[config.mk]
export PLATFORM = sky130hd
export DESIGN_NAME = vx_mem_req_arbiter
export DESIGN_NICKNAME = d
export VERILOG_FILES = /design/src/rtl/vx_mem_req_arbiter.sv
export SDC_FILE = /design/constraint.sdc
export NUM_CORES = 1
export LEC_CHECK = 0
export BUFFER_PORTS_ARGS = -buffer_cell sky130_fd_sc_hd__buf_4
export CAP_MARGIN = 10
export CORE_ASPECT_RATIO = 0.6
export CORE_MARGIN = 4
export CORE_UTILIZATION = 45
export CTS_CLUSTER_DIAMETER = 150
export DETAILED_ROUTE_END_ITERATION = 8
export HOLD_SLACK_MARGIN = 0.06
export PLACE_DENSITY_LB_ADDON = 0.25
export SYNTH_ARGS = -nofsm -noshare
export SYNTH_HDL_FRONTEND = slang
export SYNTH_SLANG_ARGS = --single-unit
[constraint.sdc]
create_clock -name clk -period 3.3 [get_ports clk]
set_input_delay 0.165 -clock clk [delete_from_list [all_inputs] [get_ports clk]]
set_output_delay 0.165 -clock clk [all_outputs]
set_load 0.05 [all_outputs]
[src/rtl/vx_mem_req_arbiter.sv]
// Round-robin arbiter sharing one memory port between NUM_REQS clients, with per-client pending throttle; optional perf counters under MEM_ARB_PERF_EN.
// Latency: request accepted at cycle N appears on mem_req_* at N+1; response demux is combinational (0 cycles).
// Backpressure: the output buffer holds while full and !mem_req_ready (all req_ready low); mem_rsp_ready follows rsp_ready of the addressed client.
module vx_mem_req_arbiter #(
   parameter int NUM_REQS    = 4,
   parameter int ADDR_WIDTH  = 32,
   parameter int DATA_WIDTH  = 32,
   parameter int TAG_WIDTH   = 8,
   parameter int MAX_PENDING = 4,
   localparam int IDX_W         = $clog2(NUM_REQS),
   localparam int MEM_TAG_WIDTH = TAG_WIDTH + IDX_W,
   localparam int BE_W          = DATA_WIDTH / 8
) (
   input  logic                           clk,
   input  logic                           reset,
   input  logic [NUM_REQS-1:0]            req_valid,
   input  logic [NUM_REQS-1:0]            req_rw,
   input  logic [NUM_REQS*ADDR_WIDTH-1:0] req_addr,
   input  logic [NUM_REQS*DATA_WIDTH-1:0] req_data,
   input  logic [NUM_REQS*BE_W-1:0]       req_byteen,
   input  logic [NUM_REQS*TAG_WIDTH-1:0]  req_tag,
   output logic [NUM_REQS-1:0]            req_ready,
   output logic [NUM_REQS-1:0]            rsp_valid,
   output logic [DATA_WIDTH-1:0]          rsp_data,
   output logic [TAG_WIDTH-1:0]           rsp_tag,
   input  logic [NUM_REQS-1:0]            rsp_ready,
   output logic                           mem_req_valid,
   output logic                           mem_req_rw,
   output logic [ADDR_WIDTH-1:0]          mem_req_addr,
   output logic [DATA_WIDTH-1:0]          mem_req_data,
   output logic [BE_W-1:0]                mem_req_byteen,
   output logic [MEM_TAG_WIDTH-1:0]       mem_req_tag,
   input  logic                           mem_req_ready,
   input  logic                           mem_rsp_valid,
   input  logic [DATA_WIDTH-1:0]          mem_rsp_data,
   input  logic [MEM_TAG_WIDTH-1:0]       mem_rsp_tag,
   output logic                           mem_rsp_ready,
`ifdef MEM_ARB_PERF_EN
   output logic [31:0]                    perf_stall_cycles,
   output logic [31:0]                    perf_reqs,
`endif
   output logic                           busy
);

   localparam int CNT_W = $clog2(MAX_PENDING + 1);

   typedef struct packed {
      logic                     rw;
      logic [ADDR_WIDTH-1:0]    addr;
      logic [DATA_WIDTH-1:0]    data;
      logic [BE_W-1:0]          byteen;
      logic [MEM_TAG_WIDTH-1:0] tag;
   } mem_req_t;

   mem_req_t             req_pkt [NUM_REQS];
   mem_req_t             sel_req;
   mem_req_t             buf_q;
   logic                 buf_vld;
   logic [IDX_W-1:0]     rr_ptr;
   logic [IDX_W-1:0]     grant_idx;
   logic [IDX_W-1:0]     cand;
   logic                 grant_vld;
   logic                 can_load;
   logic                 accept;
   logic [CNT_W-1:0]     pend [NUM_REQS];
   logic [NUM_REQS-1:0]  eligible;
   logic [NUM_REQS-1:0]  pend_nz;
   logic [NUM_REQS-1:0]  pend_inc;
   logic [NUM_REQS-1:0]  pend_dec;
   logic [NUM_REQS-1:0]  rsp_sel;
   logic [IDX_W-1:0]     rsp_idx;
   logic                 idx_ok;

   assign rsp_idx = mem_rsp_tag[MEM_TAG_WIDTH-1 -: IDX_W];
   assign idx_ok  = int'(rsp_idx) < NUM_REQS;

   for (genvar g = 0; g < NUM_REQS; g++) begin : g_lane
      assign req_pkt[g] = '{rw:     req_rw[g],
                            addr:   req_addr[g*ADDR_WIDTH +: ADDR_WIDTH],
                            data:   req_data[g*DATA_WIDTH +: DATA_WIDTH],
                            byteen: req_byteen[g*BE_W +: BE_W],
                            tag:    {IDX_W'(g), req_tag[g*TAG_WIDTH +: TAG_WIDTH]}};
      assign pend_nz[g]   = pend[g] != '0;
      assign eligible[g]  = req_valid[g] && (pend[g] < CNT_W'(MAX_PENDING));
      assign req_ready[g] = accept && (grant_idx == IDX_W'(g));
      assign pend_inc[g]  = req_ready[g];
      assign rsp_sel[g]   = rsp_idx == IDX_W'(g);
      assign rsp_valid[g] = mem_rsp_valid && rsp_sel[g];
      // A response with the count already at 0 is delivered but never underflows it.
      assign pend_dec[g]  = rsp_valid[g] && rsp_ready[g] && pend_nz[g];
   end

   // Scan from the round-robin pointer, wrapping, and take the first eligible client.
   always_comb begin
      grant_vld = 1'b0;
      grant_idx = '0;
      sel_req   = '0;
      cand      = '0;
      for (int k = 0; k < NUM_REQS; k++) begin
         cand = IDX_W'((int'(rr_ptr) + k) % NUM_REQS);
         if (!grant_vld && eligible[cand]) begin
            grant_vld = 1'b1;
            grant_idx = cand;
            sel_req   = req_pkt[cand];
         end
      end
   end

   assign can_load = !buf_vld || mem_req_ready;
   assign accept   = grant_vld && can_load;

   always_ff @(posedge clk or negedge reset) begin
      if (!reset) begin
         buf_vld <= 1'b0;
         buf_q   <= '0;
         rr_ptr  <= '0;
      end else if (accept) begin
         buf_vld <= 1'b1;
         buf_q   <= sel_req;
         rr_ptr  <= IDX_W'((int'(grant_idx) + 1) % NUM_REQS);
      end else if (mem_req_ready) begin
         buf_vld <= 1'b0;
      end
   end

   always_ff @(posedge clk or negedge reset) begin
      if (!reset) begin
         for (int i = 0; i < NUM_REQS; i++) pend[i] <= '0;
      end else begin
         for (int i = 0; i < NUM_REQS; i++) begin
            if (pend_inc[i] && !pend_dec[i])      pend[i] <= pend[i] + CNT_W'(1);
            else if (pend_dec[i] && !pend_inc[i]) pend[i] <= pend[i] - CNT_W'(1);
         end
      end
   end

   assign mem_req_valid  = buf_vld;
   assign mem_req_rw     = buf_q.rw;
   assign mem_req_addr   = buf_q.addr;
   assign mem_req_data   = buf_q.data;
   assign mem_req_byteen = buf_q.byteen;
   assign mem_req_tag    = buf_q.tag;

   assign rsp_data      = mem_rsp_data;
   assign rsp_tag       = mem_rsp_tag[TAG_WIDTH-1:0];
   // Out-of-range indices are swallowed so the memory side never stalls on them.
   assign mem_rsp_ready = !idx_ok || |(rsp_ready & rsp_sel);
   assign busy          = buf_vld || |pend_nz;

`ifdef MEM_ARB_PERF_EN
   always_ff @(posedge clk or negedge reset) begin
      if (!reset) begin
         perf_stall_cycles <= '0;
         perf_reqs         <= '0;
      end else begin
         if (buf_vld && !mem_req_ready) perf_stall_cycles <= perf_stall_cycles + 32'd1;
         if (accept)                    perf_reqs         <= perf_reqs + 32'd1;
      end
   end
`endif

   assert property (@(posedge clk) disable iff (!reset) mem_rsp_valid |-> idx_ok)
      else $error("vx_mem_req_arbiter: response index out of range");

endmodule

==> flow_summary_export.csv, run 1 <==
group,metric,value,unit
run_status,status,"finished, final reports clean",
min_path,holdPathStages,3,
sta,slew_viol_final,0,
power_and_ir_drop,p_leak,6.63,nW
cts,path_clk_slew,0.07,ns
critical_path,timing.critical_path.cells,"inv_4 -> ha_4 -> inv_2 -> mux4_4 -> o41a_1 -> o21ai_2 -> nand2_2 -> a21oi_4 -> ha_2 -> inv_2 -> fa_2 -> xor2_1 -> nor2_1 -> xor2_1",
drt,routed_wl,46.3,mm
critical_path,crit_arrival,3.54,ns
critical_path,r2r_slack,0.04,ns
place,hpwlAfterDp,32.8,mm
floorplanning,dieArea,33100,sq um
cts,h-tree-depth,3,
sta,fin_crit_sh,98.6,%
layout,layout_common_cells,"buf_4, mux4_2, o21ai_0",
logic_synthesis,synth_cell_types,50,
critical_path,cpPeakStageDelay,0.51,ns
power_and_ir_drop,vdd_drop_max,1.36,mV
cts,cts_buffers,9,
logic_synthesis,syn_avg_cell_area,12.6,sq um
sta,hold_slack,0.168,ns
floorplanning,die_w,232,um
floorplanning,ios,492,
sta,finalSetupViolCount,0,
critical_path,critPathTopFamily,"adder cells",
logic_synthesis,netlist_area,13600,sq um
critical_path,cp_slowest_cell,"dfrtp_4",
critical_path,timing.rr.end,"pend[2]",
drt,via_per_inst,6.98,
sta,tightest_slew,1.08,ns
place,io_buffers,411,
critical_path,path_max_fanout,6,
critical_path,path_buf_inv,3,
logic_synthesis,synth_top_flop_cell,"dfrtp_1",
min_path,min_to,"mem_req_valid",
global_route,grtUsageTotal,27.5,%
logic_synthesis,synth_edf_count,0,
critical_path,required,3.58,ns
floorplanning,rows,48,
sta,slew_headroom,27.9,%
drt,route.detailed.drc,0,
cts,clk_path_buf_depth,2,
layout,finish.net_count,1743,
floorplanning,die_h,143,um
sta,min_period,3.26,ns
drt,antenna_left,0,
critical_path,rr_startpoint,"rr_ptr[0]",
critical_path,critical_path_class,"flop to flop",
cts,clockRootBuffer,"clkbuf_16",
critical_path,endpoint_kind,"flop",
global_route,grt_first_pass_wirelength,71.5,mm
place,place_congestion,0.874,
layout,num-fill-cells,2393,
drt,num_vias,12400,
logic_synthesis,yosys_warnings,0,
global_route,grt_max_degree,157,
global_route,grt_pass1_vias,12300,
min_path,hp-start,"mem_req_ready",
global_route,antenna_found_initial,0,
power_and_ir_drop,total_power,21.3,mW
logic_synthesis,syn_nets,1454,
layout,final_common_cell,"buf_4",
floorplanning,core,29200,sq um
min_path,hold_path_class,"input pin to flop",
drt,drt_iter0_markers,939,
floorplanning,start_util,46.4,%
sta,fmax,307,MHz
critical_path,start_kind,"flop",
logic_synthesis,yosysSeqAreaShare,17.3,%
drt,drtPass1Iterations,5,
global_route,grt-ovfl-total,0,
cts,clkSinkCount,94,
layout,drive_above_1_share,60.2,%
power_and_ir_drop,power_density,1240,nW/um^2
cts,clk_latency,0.36,ns
cts,cts_tree,"built",
logic_synthesis,synthArstFlopShare,100,%
drt,routedWlPerCell,26.0,um
run,cap_violations,0,
layout,syn2layout_area_growth,26.3,%
logic_synthesis,ys_ff_latch,94,
sta,rsz0062_at_grt,"true",
critical_path,rr_worst_depth,14,
sta,skew,0.00885,ns
sta,final_hold_viol_count,0,
logic_synthesis,syn-instance-count,1082,
## cell type report
class | count | area (sq um) | share of cell area, %
well taps | 400 | 500 | 2.92
multi-input cells | 801 | 10400 | 60.8
repair buffers | 458 | 3540 | 20.7
clock inverters | 5 | 50.0 | 0.292
inverters | 7 | 31.3 | 0.182
clock buffers | 11 | 233 | 1.36
flip-flops and latches | 94 | 2360 | 13.8
diodes | 1 | 2.50 | 0.0146
## registers in the layout, indices dropped and copies added (netlist names)
name,count
mem_req_addr,32
mem_req_data,32
pend,12
mem_req_tag,10
mem_req_byteen,4
rr_ptr,2
mem_req_rw,1
mem_req_valid,1
## worst register-to-register path: stages, from the launching register on
cell and delay [ns]:
dfrtp_4 0.51, inv_4 0.08, ha_4 0.22, inv_2 0.07, mux4_4 0.43, o41a_1 0.45
o21ai_2 0.10, nand2_2 0.12, a21oi_4 0.17, ha_2 0.21, inv_2 0.04, fa_2 0.34
xor2_1 0.14, nor2_1 0.12, xor2_1 0.16
## cell usage after synthesis (all sizes together) (4+ instances only)
master | instances | share of area, %
mux4 | 310 | 51
o21ai | 159 | 5.9
buf | 107 | 4.9
dfrtp | 94 | 17
nand2 | 84 | 2.3
a221oi | 78 | 5.4
a2bb2oi | 77 | 5.0
clkbuf | 73 | 2.0
nor2 | 12 | 0.33
xor2 | 8 | 0.52
inv | 7 | 0.19
ha | 6 | 0.55
mux2 | 5 | 0.41
fa | 4 | 0.59
nand2b | 4 | 0.18
nand3b | 4 | 0.22
nor2b | 4 | 0.18
nor3 | 4 | 0.15
nor4bb | 4 | 0.29
xnor2 | 4 | 0.26
## power breakdown
part	leakage [nW]	internal [mW]	switching, mW
logic	5.33	8.70	9.39
clock network	0.143	0.585	0.498
registers	1.16	1.75	0.413
total	6.63	11.0	10.3
## cell families after synthesis
kind of cell,share of synthesized area (%)
AOI/OAI and AO/OA,17.2
muxes,51.9
buffers and inverters,7.07
and+or+nand+nor,4.64
DFF,17.3
xor gates and xnor gates,0.774
adders and majority gates,1.14
## through the flow
stage | std cells | setup TNS, ns | instance area, sq um | setup WS (ns) | utilization (%)
final | 1777 | 0 | 17200 | 0.0447 | 58.6
after global routing | 1776 | -0.139 | 17100 | -0.0678 | 58.6
after CTS | 1769 | 0 | 17100 | 0.00166 | 58.3
after detailed placement | 1752 | -0.0133 | 16800 | -0.00908 | 57.3
after global placement | 1752 | 0 | 16800 | 0.00735 | 57.3
after floorplan | 1082 | -3.29 | 13700 | -0.581 | -
## worst max path at each step
stage | endpoint | cells past startpoint | slack [ns] | from
after detailed placement | pend[2] | 12 | -0.009 | rr_ptr[0]
after floorplan | pend[11] | 18 | -0.58 | rr_ptr[1]
after global placement | pend[2] | 12 | 0.007 | rr_ptr[0]
after global routing | pend[2] | 14 | -0.07 | rr_ptr[0]
final | pend[2] | 14 | 0.04 | rr_ptr[0]
after CTS | pend[7] | 12 | 0.002 | rr_ptr[0]
## repair_timing
action                     CTS  global route
hold buffers                 1             0
pin swaps                    0            15
buffers inserted             0             7
resized for setup            2            17
hold endpoints to repair    27             0
setup endpoints to repair    2            53
## per-layer routing
layer	vias up	part of all wire, %	GRT usage, %
met2	810	47	43.1
met5	-	0	0
met3	50	12	9.32
met4	0	1.7	5.78
met1	6326	39	37.8
li1	5222	-	-
(Power assumes the default switching activity.)
==> run 2: changes to the inputs <==
--- a/config.mk
+++ b/config.mk
@@ -5,6 +5,7 @@
 export SDC_FILE = /design/constraint.sdc
 export NUM_CORES = 1
 export LEC_CHECK = 0
+export ABC_AREA = 1
 export BUFFER_PORTS_ARGS = -buffer_cell sky130_fd_sc_hd__buf_4
 export CAP_MARGIN = 10
 export CORE_ASPECT_RATIO = 0.6
==> constraint.sdc (replaced) <==
create_clock -name clk -period 3.85 [get_ports clk]
set_input_delay 0.1925 -clock clk [delete_from_list [all_inputs] [get_ports clk]]
set_output_delay 0.1925 -clock clk [all_outputs]
set_load 0.05 [all_outputs]
==> flow_summary_export.csv, run 2 <==
group,metric,value,unit
run_status,status,"finished, final reports clean",
layout,multi_input_area,9460,sq um
global_route,grtUsageTotal,31.4,%
cts,h-tree-depth,3,
power_and_ir_drop,vdd_drop_max,0.841,mV
floorplanning,start_util,45.8,%
logic_synthesis,syn-instance-count,2482,
floorplanning,dieArea,33500,sq um
logic_synthesis,yosys_warnings,0,
floorplanning,rows,49,
layout,final_area,16700,sq um
layout,final_common_cell,"nand2_1",
cts,clk_latency,0.37,ns
critical_path,setup.worst_path.start,"rr_ptr[1]",
floorplanning,die_w,234,um
power_and_ir_drop,total_power,16.6,mW
critical_path,timing.critical_path.cells,"inv_6 -> ha_4 -> nand3_1 -> nand2_4 -> nand3_2 -> nor2_2 -> nor2_4 -> buf_4 -> clkinv_2 -> buf_12 -> nand2_1 -> nand3_1",
critical_path,required,4.11,ns
critical_path,cpPeakStageDelay,0.55,ns
logic_synthesis,synth_compound_area_share,20.3,%
layout,num-fill-cells,3006,
logic_synthesis,synth_top_flop_cell,"dfrtp_1",
place,placed_cell_area,16400,sq um
logic_synthesis,synthAdderAreaFrac,1.13,%
critical_path,path_buf_inv,4,
logic_synthesis,synthArstFlopShare,100,%
layout,fin_util,55.7,%
layout,layout_common_cells,"nand2_1, nor2_1, buf_4",
sta,min_period,3.36,ns
drt,num_vias,17600,
sta,skew,0.00855,ns
floorplanning,core,30000,sq um
floorplanning,ios,492,
global_route,grt-ovfl-total,0,
logic_synthesis,netlist_area,13800,sq um
logic_synthesis,synthTopCellsByCount,"nand2_1, nor2_1, o21ai_0",
drt,route.detailed.drc,0,
cts,clkSinkCount,94,
global_route,grt_max_degree,119,
logic_synthesis,synth_top_area_cell,"nand2_1",
power_and_ir_drop,p_leak,9.02,nW
layout,finish.net_count,3074,
critical_path,critPathTopFamily,"buffers and inverters",
drt,antenna_left,0,
cts,cts_tree,"built",
drt,drtPass1Iterations,8,
global_route,antenna_found_initial,8,
place,hpwlAfterDp,38.9,mm
sta,final_hold_viol_count,0,
layout,drive_above_1_share,18.5,%
layout,fin_cells,3119,
logic_synthesis,synth_cell_types,33,
cts,cts_hold_buf,2,
cts,path_clk_slew,0.08,ns
logic_synthesis,ys_ff_latch,94,
critical_path,cp_slowest_cell,"buf_4",
drt,drt_iter0_markers,1935,
sta,fmax,298,MHz
critical_path,rr_startpoint,"rr_ptr[1]",
sta,slew_viol_final,0,
place,io_buffers,411,
floorplanning,die_h,143,um
drt,via_per_inst,5.64,
layout,syn2layout_area_growth,21.7,%
layout,seq_area,2360,sq um
logic_synthesis,syn_nets,2854,
sta,tns,0,ns
critical_path,start_kind,"flop",
critical_path,endpoint_kind,"flop",
cts,clockRootBuffer,"clkbuf_16",
logic_synthesis,synth.top_cell.area_share,17.5,%
logic_synthesis,yosysMostFrequentCell,"nand2_1",
sta,fin_crit_sh,87.3,%
logic_synthesis,synthTopCellsByArea,"nand2_1, dfrtp_1, o21ai_0",
power_and_ir_drop,power_density,989,nW/um^2
logic_synthesis,synth_top_family_by_area,"simple AND/OR/NAND/NOR gates",
critical_path,path_max_fanout,46,
sta,rsz0062_at_grt,"false",
cts,ctsResizeCount,0,
logic_synthesis,yosys.area_share.simple,40.7,%
logic_synthesis,synth_mux_area_share,5.93,%
sta,finalSetupViolCount,0,
critical_path,cp_common_cell,"nand3_1",
place,placed_cells,3097,
critical_path,crit_arrival,3.62,ns
drt,routed_wl,55.2,mm
cts,cts_buffers,9,
cts,clk_path_buf_depth,2,
drt,routedWlPerCell,17.7,um
logic_synthesis,yosysSeqAreaShare,17.1,%
sta,tightest_slew,1.11,ns
cts,cts_setup_buffers,0,
global_route,grt_pass1_vias,16300,
critical_path,critical_path_class,"flop to flop",
logic_synthesis,syn_avg_cell_area,5.54,sq um
run,cap_violations,0,
min_path,hold_path_class,"input pin to asynchronous set/reset pin",
place,place_congestion,0.907,
logic_synthesis,synth-xor-area-share,0.509,%
logic_synthesis,synth_edf_count,0,
global_route,grt_first_pass_wirelength,85.4,mm
sta,slew_headroom,26.2,%
## run 2: through the flow
| stage | worst slack (ns) | hold WS, ns |
|---|---|---|
| after floorplan | -0.0905 | -0.103 |
| after global placement | 0.675 | 0.195 |
| after detailed placement | 0.543 | 0.205 |
| after CTS | 0.537 | 0.323 |
| after global routing | 0.324 | 0.351 |
| final | 0.489 | 0.337 |
## run 2: where the power goes
group	switching [mW]	total [mW]	internal, mW
Sequential	0.312	1.76	1.44
Clock	0.495	1.02	0.523
Combinational	9.53	13.8	4.25
Total	10.3	16.6	6.21
## run 2: final cells by class
type / count / share of cell area, %
antenna: 4 / 0.0598
clock buffer: 9 / 1.35
clock inverter: 7 / 0.531
inverter: 179 / 4.11
multi-input combinational: 1973 / 56.5
sequential: 94 / 14.1
tap: 408 / 3.05
timing repair buffer: 445 / 20.3
## run 2: kinds of logic after synthesis
kind of cell | count (synthesis)
multiplexers | 81
flip-flops | 94
adder cells (fa/ha/maj) | 10
buffers and inverters | 415
XOR/XNOR | 8
AO/OA/AOI/OAI | 549
AND/OR/NAND/NOR | 1325
## run 2: layer usage
metal	track usage (%)	up-vias	part of all wire [%]
li1	-	8433	-
met1	42.7	7947	42
met5	0	-	0.094
met2	48.8	1041	44
met4	12.5	8	3.6
met3	6.99	150	11
## run 2: worst reg2reg max path, cell delays in order, from the launching register on
cell	delay [ns]
dfrtp_4	0.50
inv_6	0.29
ha_4	0.31
nand3_1	0.15
nand2_4	0.12
nand3_2	0.10
nor2_2	0.06
nor2_4	0.14
buf_4	0.55
clkinv_2	0.49
buf_12	0.33
nand2_1	0.11
nand3_1	0.08
## run 2: worst paths after layout
path / end / slack [ns] / cells after the start
max in group asynchronous: mem_req_data[12] / 2.54 / 3
hold / removal: rr_ptr[1] / 0.34 / 2
min in group clk: pend[6] / 0.34 / 4
hold reg to reg: mem_req_addr[17] / 0.49 / 2
setup reg to reg: rr_ptr[1] / 0.49 / 12
setup / recovery: rr_ptr[1] / 0.49 / 12
==> run 3: changes to the inputs <==
--- a/config.mk
+++ b/config.mk
@@ -9,12 +9,13 @@
 export BUFFER_PORTS_ARGS = -buffer_cell sky130_fd_sc_hd__buf_4
 export CAP_MARGIN = 10
 export CORE_ASPECT_RATIO = 0.6
-export CORE_MARGIN = 4
+export CORE_MARGIN = 5
 export CORE_UTILIZATION = 45
 export CTS_CLUSTER_DIAMETER = 150
 export DETAILED_ROUTE_END_ITERATION = 8
 export HOLD_SLACK_MARGIN = 0.06
 export PLACE_DENSITY_LB_ADDON = 0.25
+export RECOVER_POWER = 50
 export SYNTH_ARGS = -nofsm -noshare
 export SYNTH_HDL_FRONTEND = slang
 export SYNTH_SLANG_ARGS = --single-unit
==> flow_summary_export.csv, run 3 (synthesized netlist as in run 2, its figures left out) <==
group,metric,value,unit
sta,slew_viol_final,0,
run_status,status,"finished, final reports clean",
power_and_ir_drop,switching_share,63.6,%
global_route,grtUsageTotal,29.5,%
sta,rsz0062_at_grt,"false",
critical_path,start_kind,"flop",
layout,layout_common_cells,"nand2_1, nor2_1, o21ai_0",
min_path,hp-start,"rsp_ready[2]",
power_and_ir_drop,clockPowerShare,6.0,%
critical_path,rr_startpoint,"rr_ptr[1]",
cts,clk_path_buf_depth,2,
power_and_ir_drop,power_density,984,nW/um^2
place,place_congestion,0.928,
global_route,grt_pass1_vias,16300,
drt,num_vias,17400,
sta,tns,0,ns
global_route,antenna_found_initial,8,
floorplanning,die_h,145,um
drt,met2_length,24.0,mm
floorplanning,die_w,236,um
drt,antenna_left,0,
sta,skew,0.0111,ns
drt,routedWlPerCell,17.3,um
layout,finish.net_count,3072,
global_route,grt_first_pass_wirelength,84.6,mm
cts,clk_latency,0.39,ns
floorplanning,dieArea,34300,sq um
power_and_ir_drop,p_int,5.87,mW
global_route,grt_max_degree,127,
run,cap_violations,0,
power_and_ir_drop,vdd_drop_max,0.949,mV
floorplanning,start_util,45.8,%
place,io_buffers,411,
critical_path,critical_path_class,"flop to flop",
sta,tightest_slew,1.14,ns
critical_path,required,4.10,ns
layout,drive_above_1_share,15.7,%
drt,top_layer_used,"met5",
drt,drt_iter0_markers,1782,
cts,clockRootBuffer,"clkbuf_16",
cts,clkSinkCount,94,
power_and_ir_drop,power_frac_seq,10.9,%
global_route,grt-ovfl-total,0,
min_path,hold_path_class,"input pin to flop",
sta,fmax,306,MHz
critical_path,crit_arrival,3.52,ns
sta,final_hold_viol_count,0,
drt,via_per_inst,5.57,
drt,routed_wl,53.8,mm
sta,min_period,3.27,ns
layout,final_common_cell,"nand2_1",
sta,finalSetupViolCount,0,
sta,slew_headroom,24.3,%
cts,path_clk_slew,0.08,ns
power_and_ir_drop,p_switching,10.2,mW
floorplanning,core,30000,sq um
power_and_ir_drop,p_leak,8.68,nW
cts,cts_tree,"built",
drt,route.detailed.drc,0,
drt,wl_met3,5.40,mm
layout,syn2layout_area_growth,19.1,%
floorplanning,ios,492,
sta,fin_crit_sh,84.9,%
cts,h-tree-depth,3,
cts,ctsResizeCount,0,
critical_path,endpoint_kind,"flop",
critical_path,setup.worst_path.start,"rr_ptr[1]",
sta,hold_slack,0.305,ns
drt,wl_met1,23.1,mm
drt,drtPass1Iterations,7,
power_and_ir_drop,p_comb_share,83.1,%
critical_path,path_max_fanout,30,
cts,cts_buffers,9,
place,hpwlAfterDp,37.7,mm
floorplanning,rows,49,
-- run 3: cell types whose count changed in the layout (fill, tap and decap cells not counted), sizes merged --
cell      delta
bufinv       -1
clkbuf      +76
diode        +1
clkinv       +1
inv          -1
buf         -78
clkinvlp     +1
-- run 3: cell type report --
class,instances,area [sq um]
Fill cell,3110,13600
Multi-Input combinational cell,1973,9460
Timing Repair Buffer,443,3070
Sequential cell,94,2360
Inverter,179,689
Tap cell,408,510
Clock buffer,9,225
Clock inverter,7,63.8
Antenna cell,5,12.5
-- run 3: path summary, 6_finish.rpt --
path | slack, ns | depth (start not counted) | endpoint
worst max-delay path | 0.58 | 17 | pend[8]
worst min-delay path | 0.31 | 4 | pend[3]
worst max register to register | 0.58 | 17 | pend[8]
worst min register to register | 0.48 | 2 | mem_req_data[23]
max in group asynchronous | 2.56 | 3 | mem_req_data[19]
min in group asynchronous | 0.39 | 2 | pend[0]
-- run 3: critical path, cell delays in order (launching register included) --
cell and delay, ns:
dfrtp_4 0.52, inv_6 0.24, ha_4 0.31, inv_4 0.14, nand3_1 0.15, nand2_4 0.14
nand3_2 0.09, inv_1 0.08, nand3_1 0.08, nand3_1 0.15, nand3_1 0.10, inv_1 0.10
ha_1 0.14, inv_1 0.06, fa_1 0.38, a21oi_1 0.14, o21ai_0 0.14, xor2_1 0.17
-- run 3: routing by layer --
layer | up-vias | global-route usage [%]
met5 | - | 0
met4 | 6 | 10.1
met3 | 112 | 7.06
met2 | 905 | 46.0
met1 | 7926 | 40.3
li1 | 8425 | -
-- run 3: timing repair --
action                    4_1_cts  5_1_grt
hold buffers                    2        0
hold endpoints to repair       44        0
buffers inserted                0        0
-- run 3: power by group through the flow --
stage	clock [mW]	sequential, mW	combinational, mW
2_1_floorplan	0	2.72	9.35
3_3_place_gp	0	1.76	13.0
3_5_place_dp	0	1.77	13.4
4_1_cts	0.975	1.76	13.4
5_1_grt	1.02	1.79	14.7
6_report	0.965	1.75	13.4
-- run 3: per-stage QoR --
stage	setup WS (ns)	instance area [sq um]	power, mW	util (%)	instances
2_1_floorplan	-0.0905	13800	12.1	-	2482
3_5_place_dp	0.647	16400	15.2	54.4	3095
4_1_cts	0.637	16700	16.2	55.5	3113
6_report	0.580	16400	16.1	54.6	3118
5_1_grt	0.343	16400	17.5	54.6	3118
3_3_place_gp	0.749	16400	14.8	54.4	3095
